**src/rtl/receiver.sv**
```systemverilog
`default_nettype none
// ============================================================================
//  Module      : receiver
//  Description : Serial-to-parallel UART receiver. Frame = start(0), 8 data
//                bits LSB first, even parity, two stop bits (12 bit-times).
//                Delivers bytes on a held valid/acknowledge interface with
//                parity, framing and overrun flags.
//  Revision    : 1.0 - initial release
// ============================================================================
module receiver #(
    parameter int unsigned ClocksPerBit = 1
) (
    input  logic       Clock,
    input  logic       Reset,
    input  logic       RxIn,
    input  logic       DataAck,
    output logic [7:0] DataOut,
    output logic       DataValid,
    output logic       ParityError,
    output logic       FrameError,
    output logic       OverrunError
);

    // Last count value of one bit-time, and the half-bit offset of the
    // sample point measured from the first low cycle seen in IDLE.
    localparam logic [15:0] c_last_tick  = 16'(ClocksPerBit - 32'd1);
    localparam logic [15:0] c_half       = 16'((ClocksPerBit - 32'd1) / 32'd2);
    localparam logic [15:0] c_start_tick = c_half - 16'd1;
    localparam bit          c_half_zero  = (c_half == 16'd0);

    typedef enum logic [2:0] {
        ST_IDLE   = 3'd0,
        ST_START  = 3'd1,
        ST_DATA   = 3'd2,
        ST_PARITY = 3'd3,
        ST_STOP1  = 3'd4,
        ST_STOP2  = 3'd5,
        ST_BREAK  = 3'd6
    } state_t;

    state_t      r_state;
    state_t      w_state_next;
    logic        r_sync1;
    logic        r_sync2;
    logic        w_rx;
    logic [15:0] r_count;
    logic [15:0] w_count_next;
    logic [3:0]  r_bit_idx;
    logic [3:0]  w_idx_next;
    logic        w_bit_tick;
    logic        w_deliver;
    logic [7:0]  r_shift;
    logic        r_perr_pend;
    logic        r_ferr_pend;
    logic        w_frame_ferr;
    logic [7:0]  r_data_out;
    logic        r_valid;
    logic        r_perr;
    logic        r_ferr;
    logic        r_ovr;

    assign w_rx         = r_sync2;
    assign w_bit_tick   = (r_count == c_last_tick);
    assign w_frame_ferr = r_ferr_pend | ~w_rx;

    assign DataOut      = r_data_out;
    assign DataValid    = r_valid;
    assign ParityError  = r_perr;
    assign FrameError   = r_ferr;
    assign OverrunError = r_ovr;

    // Two-flop synchroniser for the asynchronous line; idles high.
    always_ff @(posedge Clock) begin
        if (Reset) begin
            r_sync1 <= 1'b1;
            r_sync2 <= 1'b1;
        end else begin
            r_sync1 <= RxIn;
            r_sync2 <= r_sync1;
        end
    end

    // Next-state, counter and delivery-strobe decode.
    always_comb begin
        w_state_next = r_state;
        w_count_next = r_count + 16'd1;
        w_idx_next   = r_bit_idx;
        w_deliver    = 1'b0;
        case (r_state)
            ST_IDLE: begin
                w_count_next = 16'd0;
                // With a zero half-bit offset the start sample coincides
                // with detection, so it is already known to be low.
                if (!w_rx) begin
                    w_state_next = c_half_zero ? ST_DATA : ST_START;
                end
            end
            ST_START: begin
                if (r_count == c_start_tick) begin
                    w_state_next = w_rx ? ST_IDLE : ST_DATA;
                end
            end
            ST_DATA: begin
                if (w_bit_tick) begin
                    w_count_next = 16'd0;
                    w_idx_next   = r_bit_idx + 4'd1;
                    if (r_bit_idx == 4'd7) begin
                        w_state_next = ST_PARITY;
                    end
                end
            end
            ST_PARITY: begin
                if (w_bit_tick) begin
                    w_state_next = ST_STOP1;
                end
            end
            ST_STOP1: begin
                if (w_bit_tick) begin
                    w_state_next = ST_STOP2;
                end
            end
            ST_STOP2: begin
                if (w_bit_tick) begin
                    w_deliver    = 1'b1;
                    w_state_next = w_rx ? ST_IDLE : ST_BREAK;
                end
            end
            ST_BREAK: begin
                w_count_next = 16'd0;
                if (w_rx) begin
                    w_state_next = ST_IDLE;
                end
            end
            default: begin
                w_state_next = ST_IDLE;
            end
        endcase
        if (w_state_next != r_state) begin
            w_count_next = 16'd0;
            w_idx_next   = 4'd0;
        end
    end

    // State register, bit-time counter and bit index.
    always_ff @(posedge Clock) begin
        if (Reset) begin
            r_state   <= ST_IDLE;
            r_count   <= 16'd0;
            r_bit_idx <= 4'd0;
        end else begin
            r_state   <= w_state_next;
            r_count   <= w_count_next;
            r_bit_idx <= w_idx_next;
        end
    end

    // Frame assembly: data shift register and pending error flags.
    always_ff @(posedge Clock) begin
        if (Reset) begin
            r_shift     <= 8'h00;
            r_perr_pend <= 1'b0;
            r_ferr_pend <= 1'b0;
        end else begin
            if (r_state == ST_IDLE) begin
                r_ferr_pend <= 1'b0;
            end
            if (r_state == ST_DATA && w_bit_tick) begin
                r_shift <= {w_rx, r_shift[7:1]};
            end
            if (r_state == ST_PARITY && w_bit_tick) begin
                r_perr_pend <= w_rx ^ (^r_shift);
            end
            if (r_state == ST_STOP1 && w_bit_tick && !w_rx) begin
                r_ferr_pend <= 1'b1;
            end
        end
    end

    // Consumer interface: deliver, drop on overrun, or acknowledge.
    always_ff @(posedge Clock) begin
        if (Reset) begin
            r_data_out <= 8'h00;
            r_valid    <= 1'b0;
            r_perr     <= 1'b0;
            r_ferr     <= 1'b0;
            r_ovr      <= 1'b0;
        end else if (w_deliver) begin
            if (!r_valid || DataAck) begin
                r_data_out <= r_shift;
                r_perr     <= r_perr_pend;
                r_ferr     <= w_frame_ferr;
                r_valid    <= 1'b1;
                if (DataAck) begin
                    r_ovr <= 1'b0;
                end
            end else begin
                r_ovr <= 1'b1;
            end
        end else if (DataAck) begin
            r_valid <= 1'b0;
            r_ovr   <= 1'b0;
        end
    end

endmodule
`default_nettype wire

```
**config.mk**
```make
export PLATFORM = sky130hd
export DESIGN_NAME = receiver
export DESIGN_NICKNAME = d
export VERILOG_FILES = /design/src/rtl/receiver.sv
export SDC_FILE = /design/constraint.sdc
export NUM_CORES = 1
export LEC_CHECK = 0
export CAP_MARGIN = 20
export CORE_UTILIZATION = 52
export CTS_BUF_LIST = sky130_fd_sc_hd__clkbuf_4 sky130_fd_sc_hd__clkbuf_8 sky130_fd_sc_hd__clkbuf_16
export DETAILED_ROUTE_END_ITERATION = 7
export GPL_TIMING_DRIVEN = 0
export PLACE_DENSITY = 0.86
export SLEW_MARGIN = 20
export SYNTH_ARGS = -nofsm -noshare
export SYNTH_HDL_FRONTEND = slang
export SYNTH_SLANG_ARGS = --single-unit
export TNS_END_PERCENT = 5
```
**constraint.sdc**
```tcl
create_clock -name Clock -period 2.05 [get_ports Clock]
set_clock_uncertainty 0.15 [all_clocks]
set_input_delay 0.615 -clock Clock [delete_from_list [all_inputs] [get_ports Clock]]
set_output_delay 0.615 -clock Clock [all_outputs]
set_load 0.05 [all_outputs]
```
== Yosys cells after proc, flatten, opt, wreduce, memory -nomap -nowiden ==
Cells that the tools add are included.
Storage, ports and cells
  register bits after elaboration: 47
  input bits: 4
  output and inout port bits: 12
  logic and storage cells: 68
Operators by class
  $add $sub $neg: 2
  equal/unequal tests: 10
  multiplexer cells: 23
  bitwise gates (word level): 3
  reductions and logical operators: 17
Operator list (number)
  16-bit one-hot mux with 2 select lines: 1
  3-bit 2-to-1 mux: 9
  3-bit one-hot mux with 7 select lines: 1
  16-bit by 1-bit adder with 16-bit output, second input constant: 1
  16-bit == test, second input constant: 1
  16-bit logical NOT: 1
  16-bit 2-to-1 mux: 1
  1-bit 2-to-1 mux: 10
  3-bit == test, second input constant: 3
  8-bit parity: 1
  3-bit by 2-bit == test with 1-bit output, second input constant: 2
  2-bit AND reduction: 3
  4-bit by 1-bit adder with 4-bit output, second input constant: 1
  4-bit by 3-bit == test with 1-bit output, second input constant: 1
  1-bit logical AND: 4
  2-bit nonzero test: 2
  2-bit OR reduction: 2
  3-bit by 1-bit == test with 1-bit output, second input constant: 1
  3-bit logical NOT: 1
  3-bit != test: 1
  1-bit logical NOT: 2
  2-bit 2-to-1 mux: 1
  2-bit by 1-bit != test with 1-bit output, second input constant: 1
  1-bit logical OR: 1
  other kinds (3): 3

== Depth between registers and ports, before layout ==
  depth after elaboration: 6
  mapped depth: 9
  mapped depth without buffers: 7

== Worst setup path before layout ==
No wires, ideal clock.
  path kind: flip-flop to flip-flop
  start: reg r_count[0]
  end: reg r_data_out[0], in the netlist DataOut[0]
  library setup time: 0.128 ns
  data arrival time: 1.635 ns
  required time: 1.772 ns
  slack: 0.137 ns
  cell stages (with the launch flop): 9
  path buffers: 1
  period minus slack after synthesis: 1.913 ns
  path through: dfxtp_1 -> inv_1 -> ha_1 -> nor4b_4 -> nand4_4 -> nor4b_4 -> buf_6 -> mux2i_1 -> nor2_1
On the way
  word-level cells in the longest chain between the ends: 4
RTL lines
  start, declared: RTL line 46  | logic [15:0] r_count;
  start signal, assigned: RTL line 152  | r_count <= w_count_next;
  16-bit logical NOT: RTL line 63  | assign w_bit_tick = (r_count == c_last_tick);
  1-bit 2-to-1 mux: RTL line 123  | if (w_bit_tick) begin
  1-bit 2-to-1 mux: RTL line 89  | case (r_state)
  2-bit AND reduction (no source line)
  end signal, assigned: RTL line 189  | r_data_out <= r_shift;
  end, declared: RTL line 56  | logic [7:0] r_data_out;
No other way between the ends.
A chain may end at the register's enable or synchronous reset.

== Final worst setup path ==
  start: reg r_count[12]
  end: reg r_data_out[7], in the netlist DataOut[7]
The elaborated chain is that of the path after synthesis.

==> impl_results.md <==
* Yosys warns at 0
* Crit path DAT at 2100 ps
* Final hold vios at 0
* Chip Height at 66.8 um
* Worst setup path endpoint: DataOut[7]
* Register area share after synthesis at 43.0%
* Initial antenna violation count at 0
* Ys async rst share at 0%
* GRT overflow at 0
* Final slew viol count at 0
* Post-route ant nets at 0
* GR Util All Layers at 20.1%
* Unrepaired setup endpoints after global routing: yes
* Synth top cells by count: 47 x dfxtp_1, 38 x nor2_1, 25 x nand2_1, 15 x a21oi_1, 13 x xor2_1
* Drt first pass iters at 6
* Number of synthesized flops with an enable pin at 0
* CP startpoint: r_count[12]
* Biggest area consumer among synthesized cells: dfxtp_1
* Clock-pin slew on the worst setup and hold paths at 90 ps
* Post-DP HPWL at 2970 um
* Worst setup EP type: flop
* DR iter-0 viols at 100
* Die X-Extent at 66.8 um
* Nets at 272
* H-tree depth at 2
* Core Rows at 23
* Avg Cell Area, Syn at 9.15 um2
* Initial core utilization at 54.3%
* Synth area leaders: dfxtp_1 43%, nor2_1 6.5%, xor2_1 5.2%
* Synth Instances at 239
* Area Overhead vs Synth at 16.0%
* Clk root buf: clkbuf_8
* Num CTS Buffers at 5
* Worst hold path class: reg -> reg
* Syn_nets at 246
* Number of diodes at 0
* Req. time, crit path at 2060 ps
* Most numerous cell in the Yosys netlist: dfxtp_1
* Fin Setup TNS at -239 ps
* DRT Wirelength at 4350 um
* DR WL/cell at 13.8 um
* Peak supply drop at 0.479 mV
* Synthesized flop and latch total at 47
* Setup slack after layout at -39.6 ps
* Die footprint at 4470 um2
* FILL cells at 331
* Pin count of the biggest net entering global routing at 14
* Worst R2R End: DataOut[7]
* Post-Synthesis Cell Area at 2190 um2
* Hold Path Stages at 1
* Setup violations, final at 8
* Core ar. at 4030 um2
* Max Buffers Root-to-Sink at 2
* Global-route wire length before repair at 6760 um
* Period utilisation layout at 102%
* Clock latency on the worst-skew pair at 300 ps
* Outcome: finished with violations
* Vias in the first global route at 1575
* Crit path kind: reg -> reg
* CTS tree: built
* Failing checks: negative setup slack
* Number of max-cap violations at 0
* Top_reg_cell synth: dfxtp_1
* Sink Count at 47
* Final Critical Period at 2090 ps
* CP Max Fanout at 6
* Max_slew headroom at 65.3%
* GP Congestion at 0.890
* Share of cells above drive strength 1 at 12.8%
* Top cell type's share of synthesized area at 43.0%
* Via density per instance at 5.47
* Pwr dens at 609 nW/um2
* Port bufs at 14
* Least-Margin Pin Slew at 520 ps
* # DRC at 0
* Synth unique cells at 39
* Reg2Reg Depth at 6
* Routed vias at 1722
* R2r setup slk at -40 ps
* Pleak at 0.945 nW
* Top Ports at 16
* Cts hold-fix bufs at 0
* Reg2reg start: r_count[12]
* Crit path launch type: flop
* Peak Freq at 479 MHz
* Post-Place Worst Slack at -170 ps
==> worst max-delay path, cell delays in order (launching register included) <==
cell	delay [ps]
dfxtp_1	370
nor3_1	400
nand4_4	220
nor4b_4	370
buf_6	190
mux2i_1	190
nor2_1	70
==> logic make-up after synthesis <==
kind of cell             count (synthesis)  share of synthesized area, %
flip-flops                              47                          43.0
XOR/XNOR                                24                          10.2
AND/OR/NAND/NOR                        108                          27.6
adder cells (fa/ha/maj)                  3                          1.72
AO/OA/AOI/OAI                           29                          8.19
multiplexers                            12                          5.55
buffers and inverters                   16                          3.66
==> metal layers <==
metal | part of all wire (%) | global-route usage [%]
met1 | 47 | 24.3
met2 | 48 | 34.1
met3 | 3.9 | 4.28
met4 | 1.1 | 8.78
met5 | 0 | 0
==> power by group <==
| part | internal [mW] | switching, mW |
|---|---|---|
| logic | 0.0248 | 0.0359 |
| registers | 0.917 | 0.00405 |
| clock network | 0.265 | 0.298 |
==> worst min-delay path by stage <==
stage | from | to | slack, ps
floorplan | r_sync1 | r_sync2 | 240
detailed placement | r_sync1 | r_sync2 | 250
global route | r_sync1 | r_sync2 | 290
CTS | r_sync1 | r_sync2 | 270
finish | r_sync1 | r_sync2 | 270
global placement | r_sync1 | r_sync2 | 240
==> per-stage QoR <==
step	util (%)	std cells	cell area [um2]	hold WS, ps	power (mW)
3_5_place_dp	59.3	303	2390	247	1.00
6_report	62.9	315	2530	268	1.54
5_1_grt	62.9	315	2530	291	1.60
2_1_floorplan	-	239	2190	239	0.985
4_1_cts	61.2	310	2470	267	1.56
3_3_place_gp	59.3	303	2390	242	0.998
==> cell type report <==
class / count / area (um2) / share of cell area [%]
Multi-Input combinational cell: 176 / 1180 / 46.6
Sequential cell: 47 / 946 / 37.3
Timing Repair Buffer: 19 / 163 / 6.42
Clock buffer: 6 / 82.6 / 3.26
Buffer: 11 / 72.6 / 2.86
Tap cell: 50 / 62.6 / 2.47
Inverter: 5 / 21.3 / 0.839
Clock inverter: 1 / 5.00 / 0.197
==> state kept, by name (all words and copies together) (netlist names) <==
register and cells:
r_ferr_pend 1, FrameError 1, r_shift 8, DataValid 1, r_bit_idx 4, r_state 3
DataOut 8, r_count 16, r_sync2 1, r_perr_pend 1, OverrunError 1, ParityError 1
r_sync1 1
==> placed cells by master (no fill, tap or decap), types with 2 or more instances in the layout <==
master	n
dfxtp_1	45
nor2_1	38
nand2_1	25
a21oi_1	15
xor2_1	13
dlygate4sd2_1	12
nand3_1	11
mux2i_1	11
xnor2_1	10
nor3_1	7
clkbuf_1	6
clkbuf_8	6
buf_4	5
buf_6	4
nand2b_1	4
nor4_4	3
o21ai_0	3
inv_1	3
nand4_1	3
and3_1	3
nor4b_4	2
and4_1	2
and2_1	2
a31oi_1	2
a211oi_1	2
nand3_2	2
or2_2	2
ha_1	2
clkdlybuf4s50_1	2
==> repair_timing <==
action,4_1_cts,5_1_grt
gates cloned,0,1
endpoints found under the setup margin,33,29
setup buffers,0,4
resized for setup,16,11
pin swaps,1,5
No activity file was read; power rests on OpenSTA's default activity.
